<file path="config.mk">
export PLATFORM = sky130hd
export DESIGN_NAME = hc_stream_xor
export DESIGN_NICKNAME = d
export VERILOG_FILES = /design/src/rtl/hc_stream_xor.sv
export SDC_FILE = /design/constraint.sdc
export NUM_CORES = 1
export LEC_CHECK = 0
export CORE_MARGIN = 4
export CORE_UTILIZATION = 26
export CTS_CLUSTER_DIAMETER = 120
export DETAILED_ROUTE_END_ITERATION = 10
export GPL_TIMING_DRIVEN = 0
export SYNTH_ARGS = -nofsm -noshare
export SYNTH_HDL_FRONTEND = slang
export SYNTH_SLANG_ARGS = --single-unit
</file>
<file path="constraint.sdc">
create_clock -name clk -period 8.62 [get_ports clk]
set_input_delay 0.862 -clock clk [delete_from_list [all_inputs] [get_ports clk]]
set_output_delay 0.862 -clock clk [all_outputs]
set_load 0.05 [all_outputs]
</file>
<file path="src/rtl/hc_stream_xor.sv">
// Keystream prefetch buffer and XOR combiner for the HC stream cipher core.
// Requests one keystream word at a time and XORs buffered words onto the data stream.
module hc_stream_xor #(
    parameter int DEPTH = 4
) (
    input  logic        clk,
    input  logic        reset_n,
    input  logic        enable,
    input  logic        flush,
    output logic        core_next,
    input  logic [31:0] core_s,
    input  logic        core_s_valid,
    input  logic [31:0] din,
    input  logic        din_valid,
    output logic        din_ready,
    output logic [31:0] dout,
    output logic        dout_valid,
    input  logic        dout_ready,
    output logic [4:0]  fill,
    output logic [31:0] word_count
);
    localparam int PW = $clog2(DEPTH);

    typedef enum logic [1:0] {IDLE, REQ, WAIT, DRAIN} state_t;

    state_t          state_reg, state_next;
    logic            core_next_reg, core_next_next;
    logic [PW-1:0]   wr_ptr_reg, rd_ptr_reg;
    logic [4:0]      fill_reg;
    logic [31:0]     dout_reg;
    logic            dout_valid_reg;
    logic [31:0]     word_count_reg;
    logic [31:0]     mem [DEPTH];
    logic            push, pop;

    assign din_ready  = (fill_reg != 5'd0) && (!dout_valid_reg || dout_ready) && !flush;
    assign pop        = din_valid && din_ready;
    assign core_next  = core_next_reg;
    assign dout       = dout_reg;
    assign dout_valid = dout_valid_reg;
    assign fill       = fill_reg;
    assign word_count = word_count_reg;

    // A flush freezes the request decision for one cycle; only an outstanding
    // request is redirected to DRAIN so its word is dropped when it lands.
    always_comb begin
        state_next     = state_reg;
        core_next_next = 1'b0;
        push           = 1'b0;
        case (state_reg)
            IDLE: begin
                if (enable && !flush) state_next = REQ;
            end
            REQ: begin
                if (flush) begin
                    state_next = REQ;
                end else if (!enable) begin
                    state_next = IDLE;
                end else if (fill_reg < 5'(DEPTH)) begin
                    core_next_next = 1'b1;
                    state_next     = WAIT;
                end
            end
            WAIT: begin
                if (core_s_valid) begin
                    push       = !flush;
                    state_next = enable ? REQ : IDLE;
                end else if (flush) begin
                    state_next = DRAIN;
                end
            end
            DRAIN: begin
                if (core_s_valid) state_next = enable ? REQ : IDLE;
            end
            default: state_next = IDLE;
        endcase
    end

    always_ff @(posedge clk or negedge reset_n) begin
        if (!reset_n) begin
            state_reg     <= IDLE;
            core_next_reg <= 1'b0;
        end else begin
            state_reg     <= state_next;
            core_next_reg <= core_next_next;
        end
    end

    always_ff @(posedge clk) begin
        if (push) mem[wr_ptr_reg] <= core_s;
    end

    // Pop is blocked during flush by din_ready, and push is suppressed, so flush wins cleanly.
    always_ff @(posedge clk or negedge reset_n) begin
        if (!reset_n) begin
            wr_ptr_reg <= '0;
            rd_ptr_reg <= '0;
            fill_reg   <= 5'd0;
        end else if (flush) begin
            wr_ptr_reg <= '0;
            rd_ptr_reg <= '0;
            fill_reg   <= 5'd0;
        end else begin
            if (push) wr_ptr_reg <= wr_ptr_reg + PW'(1);
            if (pop)  rd_ptr_reg <= rd_ptr_reg + PW'(1);
            fill_reg <= fill_reg + {4'd0, push} - {4'd0, pop};
        end
    end

    always_ff @(posedge clk or negedge reset_n) begin
        if (!reset_n) begin
            dout_reg       <= 32'd0;
            dout_valid_reg <= 1'b0;
            word_count_reg <= 32'd0;
        end else if (pop) begin
            dout_reg       <= din ^ mem[rd_ptr_reg];
            dout_valid_reg <= 1'b1;
            word_count_reg <= word_count_reg + 32'd1;
        end else if (dout_ready) begin
            dout_valid_reg <= 1'b0;
        end
    end
endmodule
</file>
==> key figures, run 1 <==
Status
  – Status: finished, final reports clean

STA
  – Fin. Hold Viols: 0
  – Normalized max-slew margin: 48.9%
  – Worst setup margin: 4870 ps
  – Final Skew: 14.8 ps
  – Final worst-path cycle share: 43.4%
  – Final-report setup violation count: 0
  – Fmax: 267 MHz
  – Crit path time final: 3750 ps
  – Final Slew Violations: 0
  – RSZ-0062 raised after global routing: no
  – Final TNS setup: 0 ps
  – Slew @ Worst Pin: 767 ps

Pwr
  – Sw Ratio: 32.5%
  – Pwr Density: 287 nW/µm²
  – Switching pwr: 1060 µW
  – Sequential share of power: 37.7%
  – Clock power share: 33.7%
  – Leak: 0.00413 µW
  – Int Power: 2190 µW
  – Max VDD drop: 0.158 mV
  – Comb pwr share: 28.6%

Synthesis
  – Yosys warning count: 0
  – Ys flop type: edfxtp_1
  – Asr flop ratio synth: 37.6%
  – Synth cell types: 42
  – Commonest cells in the netlist: edfxtp_1 (128), dfrtp_1 (77), xnor2_1 (51)
  – Sequential fraction of the synthesis area: 68.8%
  – Syn nets: 612
  – Synth area leader: edfxtp_1
  – Synth top area cells: edfxtp_1 (46%), dfrtp_1 (23%), mux4_2 (8.6%)
  – Yosys top cell area share: 45.8%
  – EDFF count, synth: 128
  – Syn Area/Cell: 15.9 µm²
  – Syn Inst Count: 527
  – Post-synthesis cell area: 8390 µm²
  – Synth Register Bits: 205
  – Most common cell in the synthesized netlist: edfxtp_1

Cells and area
  – Area Growth Syn to Fin: 34.6%
  – Core Util, Final: 35.6%
  – Number of fill cells: 3069
  – Max reg flops: 128
  – Layout cell share with drive strength beyond 1: 15.0%
  – Fin cells: 1120
  – Antenna diode count: 0
  – Nets: 785

Place
  – Dpl ws: 4380 ps
  – # port buffers: 142
  – Placer Congestion: 0.735
  – Placed cells: 1076
  – Post-DP HPWL: 13.7 mm

Worst setup path
  – Startpoint Class: register
  – Arrival time worst endpoint: 4110 ps
  – Slowest stage delay, CP: 500 ps
  – FF-to-FF End: fill[4]
  – Cell family with most CP delay: simple AND/OR/NAND/NOR gates
  – Crit path cell chain: inv_1 -> ha_1 -> or4b_1 -> nand4b_1 -> buf_4 -> inv_2 -> buf_2 -> ha_1 -> inv_1 -> ha_1 -> inv_1 -> fa_1 -> nand2b_1 -> a21oi_1 -> or3_1 -> a21oi_1
  – R2R Path Start: fill[3]
  – Worst Setup SP: fill[3]
  – Reg2Reg Depth: 16
  – Largest fanout on the critical path: 10
  – Worst reg-to-reg setup slack: 4870 ps
  – Crit. End Element: register
  – Crit path kind: register to register
  – Slowest-stage cell, CP: or4b_1
  – Critical Path RT: 8980 ps
  – WP buf/inv: 6

Global route
  – Initial antenna violation count: 5
  – Vias in the first global route: 5255
  – First-pass GRT wire length: 31.4 mm
  – Global route overflow: 0
  – All-Layer GR Usage: 11.3%
  – Pin count of the biggest net entering global routing: 42

Clocking
  – CTS tree: built
  – CTS Hold Bufs: 0
  – Root Driver: clkbuf_16
  – Post-CTS setup buffer count: 0
  – Clk buf depth: 3
  – Clock buffer count from CTS: 24
  – TritonCTS sink count: 205
  – Clock Latency Late Sink: 510 ps
  – Resize count post-CTS: 0
  – Reg clk slew, reported paths: 60 ps
  – H-tree Lvls: 1

Route
  – Post-DRT Antenna Nets: 0
  – Number of detailed-route iterations in the first pass: 4
  – Vias: 4932
  – Detailed-route wire length on metal 1: 8.74 mm
  – Vias/cell: 4.40
  – Wirelength, routed: 20.1 mm
  – DRT iter0 DRCs: 219
  – Met3 WL: 1.15 mm
  – DRC viols: 0
  – Met2 routed WL: 9.77 mm
  – WL/cell: 18.0 µm
  – Highest routed metal layer: met5

Die
  – Die H: 188 µm
  – Core footprint: 31700 µm²
  – Boundary Pins: 143
  – Row cnt: 65
  – Die boundary width: 188 µm
  – Initial Util: 26.4%
  – Die ar.: 35200 µm²

Flow run
  – Maxcap violations: 0

Hold path
  – Min-delay worst type: primary input to async pin
-- cell usage in the layout (no fill, tap or decap), drive strengths merged --
cell and count:
ha 13, a21oi 4, nand4b 1, mux2i 1, o21ai 34, fa 1, or3 2, or4b 1
nor2 12, inv 14, nand4 17, nand2 48, edfxtp 128, and2 7, nor2b 2, nor4 8
mux4 32, or4 1, dfrtp 77, a221oi 1, and4 4, nand2b 2, nand3b 1, nand3 10
nor4b 1, xnor2 51, clkbuf 37, a21o 2, and3 5, clkdlybuf4s50 141, bufinv 5, clkinv 7
nor3 8, buf 20, clkinvlp 2, nor3b 1, xor2 17
-- worst max path at each step --
stage / slack [ps] / end / cells past startpoint
2_1_floorplan: 5240 / fill[4] / 16
3_3_place_gp: 3340 / dout[15] / 1
3_5_place_dp: 4380 / fill[4] / 15
4_1_cts: 4800 / fill[4] / 16
5_1_grt: 4650 / fill[4] / 16
6_report: 4870 / fill[4] / 16
-- power by group through the flow --
stage,sequential [µW],clock [µW],combinational [µW]
floorplan,1540,0,300
global route,1240,1170,996
detailed placement,1240,0,944
finish,1220,1090,928
global placement,1240,0,937
CTS,1220,1130,947
-- through the flow --
stage | total power [µW] | area (µm²) | hold slack (ps)
after floorplan | 1840 | 8390 | 485
after CTS | 3300 | 11300 | 344
after global routing | 3410 | 11300 | 371
after global placement | 2180 | 10300 | 462
final | 3240 | 11300 | 342
after detailed placement | 2190 | 10400 | 464
-- per-layer routing --
metal  vias up  GRT usage, %
met2       121          19.1
li1       2304             -
met3        37          3.28
met1      2460          14.5
met5         -             0
met4        10          2.46
-- cell families after synthesis --
group / share of synthesized area [%]
muxes: 8.71
xor gates and xnor gates: 7.10
and+or+nand+nor: 8.77
buffers and inverters: 1.88
adders and majority gates: 2.18
AOI/OAI and AO/OA: 2.55
DFF: 68.8
-- final cells by class --
| type | count | area, µm² | area share (%) |
|---|---|---|---|
| well taps | 402 | 503 | 4.46 |
| clock inverters | 14 | 200 | 1.77 |
| inverters | 14 | 52.6 | 0.466 |
| flip-flops and latches | 205 | 5770 | 51.1 |
| repair buffers | 147 | 1530 | 13.5 |
| plain buffers | 21 | 105 | 0.931 |
| clock buffers | 30 | 664 | 5.89 |
| multi-input cells | 287 | 2460 | 21.8 |
Note: power is estimated with default switching activity, not from simulation.
==> run 2, diff against run 1 <==
- clock period: 8.62 -> 3.7 ns (I/O delays scaled with it)
==> run 2 against run 1 <==
  * Power rose by 130%
  * Critical path type unchanged
  * Non-clock buffer count rose by 4
  * Highest routed layer unchanged
  * Largest power group unchanged
  * Wire length fell by 0.39%
  * First-iteration DRC count fell by 12%
  * Clock power rose by 130%
  * Largest cell class unchanged
  * Design area rose by 0.34%
  * Utilization rose by 0.12 points
==> key figures, run 2 (same netlist as run 1, synthesis figures left out) <==
Status
  – Status: finished, final reports clean

STA
  – Fin. Hold Viols: 0 (unchanged)
  – Final-report setup violation count: 0 (unchanged)
  – Final Slew Violations: 0 (unchanged)
  – Crit path time final: 3350 ps (-399 ps)
  – RSZ-0062 raised after global routing: no
  – Fmax: 299 MHz (+12%)
  – Normalized max-slew margin: 49.1% (+0.18 points)
  – Final TNS setup: 0 ps (unchanged)
  – Slew @ Worst Pin: 764 ps (-2.70 ps)
  – Final Skew: 16.0 ps (+1.20 ps)
  – Final worst-path cycle share: 90.5% (+47 points)

Flow run
  – Maxcap violations: 0 (unchanged)

Route
  – Number of detailed-route iterations in the first pass: 4 (unchanged)
  – Vias: 4940 (+0.16%)
  – Wirelength, routed: 20.1 mm (-0.39%)
  – Post-DRT Antenna Nets: 0 (unchanged)
  – Vias/cell: 4.40 (-0.19%)
  – DRT iter0 DRCs: 192 (-12%)
  – DRC viols: 0 (unchanged)
  – WL/cell: 17.9 µm (-0.75%)

Worst setup path
  – Crit. End Element: register
  – Largest fanout on the critical path: 18 (+8)
  – Critical Path RT: 4060 ps (-4920 ps)
  – Arrival time worst endpoint: 3710 ps (-400 ps)
  – Startpoint Class: register
  – Crit path kind: register to register

Die
  – Core footprint: 31700 µm² (unchanged)
  – Row cnt: 65 (unchanged)
  – Die boundary width: 188 µm (unchanged)
  – Die H: 188 µm (unchanged)
  – Initial Util: 26.4% (unchanged)
  – Die ar.: 35200 µm² (unchanged)
  – Boundary Pins: 143 (unchanged)

Global route
  – Pin count of the biggest net entering global routing: 42 (unchanged)
  – Initial antenna violation count: 5 (unchanged)
  – First-pass GRT wire length: 31.4 mm (unchanged)
  – Vias in the first global route: 5259 (+0.076%)
  – All-Layer GR Usage: 11.3% (unchanged)
  – Global route overflow: 0 (unchanged)

Place
  – Placer Congestion: 0.735 (unchanged)
  – # port buffers: 142 (unchanged)
  – Placed instance area: 10400 µm² (unchanged)
  – Post-DP HPWL: 13.7 mm (unchanged)

Clocking
  – TritonCTS sink count: 205 (unchanged)
  – Clock Latency Late Sink: 520 ps (about the same)
  – CTS tree: built
  – Clock buffer count from CTS: 24 (unchanged)
  – Reg clk slew, reported paths: 60 ps (about the same)
  – H-tree Lvls: 1 (unchanged)
  – Root Driver: clkbuf_16
  – Clk buf depth: 3 (unchanged)

Cells and area
  – Nets: 789 (+0.51%)
  – Antenna diode count: 0 (unchanged)
  – Fin area: 11300 µm² (+0.34%)
  – Max reg flops: 128 (unchanged)
  – Area Growth Syn to Fin: 35.0%
  – Most common cell after layout, fill and taps aside: clkdlybuf4s50_1
  – Number of fill cells: 3062 (-0.23%)
  – Layout cell share with drive strength beyond 1: 15.4% (+0.33 points)
  – Most frequent cells in the layout: clkdlybuf4s50_1 (141), edfxtp_1 (128), dfrtp_1 (77)
  – Reg area: 5770 µm² (unchanged)
  – Multi-input logic area: 2460 µm² (unchanged)

Pwr
  – Leak: 0.00415 µW (+0.44%)
  – Max VDD drop: 0.365 mV (+130%)
  – Pwr Density: 668 nW/µm² (+130%)

Hold path
  – Min-delay worst type: primary input to async pin
-- run 2: cell types whose count changed in the layout (fill, tap and decap cells not counted) --
cell           change
dlygate4sd3_1      +1
buf_6              +1
buf_4              +3
buf_2              -1
-- run 2: metrics by stage --
step	worst slack (ps)	util (%)	power, µW	hold slack, ps	cells
2_1_floorplan	318	-	4280	74.4	527
6_report	353	35.7	7570	394	1124
5_1_grt	102	35.7	7950	425	1124
3_3_place_gp	-1090	32.5	5080	462	1071
4_1_cts	11.0	35.6	7690	394	1122
3_5_place_dp	-98.8	32.9	5090	397	1076
-- run 2: final cells by class --
cell class / count / share of cell area, %
Clock inverter: 14 / 1.77
Clock buffer: 30 / 5.87
Sequential cell: 205 / 51.0
Multi-Input combinational cell: 287 / 21.8
Inverter: 14 / 0.464
Buffer: 20 / 0.917
Timing Repair Buffer: 152 / 13.8
Tap cell: 402 / 4.44
-- run 2: layer usage --
| layer | up-vias | share of wire (%) | GRT usage (%) | routed length, µm |
|---|---|---|---|---|
| met2 | 128 | 48 | 19.1 | 9700 |
| met3 | 38 | 6.1 | 3.28 | 1230 |
| met4 | 10 | 2.1 | 2.46 | 417 |
| met1 | 2450 | 43 | 14.5 | 8660 |
| li1 | 2314 | - | - | - |
| met5 | - | 0.32 | 0 | 64 |
-- run 2: worst paths after layout --
path / endpoint / cells after the start / slack (ps) / startpoint
setup / recovery: fill[4] / 15 / 350 / fill[3]
hold / removal: word_count[29] / 2 / 390 / reset_n
setup reg to reg: fill[4] / 15 / 350 / fill[3]
hold reg to reg: word_count[31] / 1 / 470 / word_count[31]
max in group asynchronous: dout[0] / 3 / 2700 / reset_n
min in group clk: word_count[31] / 1 / 470 / word_count[31]
-- run 2: report_power, final --
part           internal (µW)  switching [µW]  total (µW)  leakage (µW)
registers               2680             174        2850       0.00217
clock network           1620             925        2540      0.000424
logic                    815            1360        2170       0.00156
total                   5110            2460        7570       0.00415
-- run 2: repair_timing --
| item | in CTS | in global routing |
|---|---|---|
| hold buffers | 1 | 0 |
| endpoints found under the hold margin | 36 | 0 |
| pin swaps | 1 | 0 |
| gates resized for setup | 0 | 1 |
| buffers inserted | 1 | 3 |
| setup endpoints to repair | 1 | 1 |
-- run 2: critical path, stage by stage (launching register included) --
cell      delay, ps
dfrtp_1         380
inv_1           130
ha_1            150
or4b_1          500
nand4b_1        240
buf_6           160
inv_2           150
ha_1            330
inv_1            60
ha_1            150
inv_1            50
fa_1            380
nand2b_1        160
a21oi_1         180
or3_1           130
a21oi_1          60
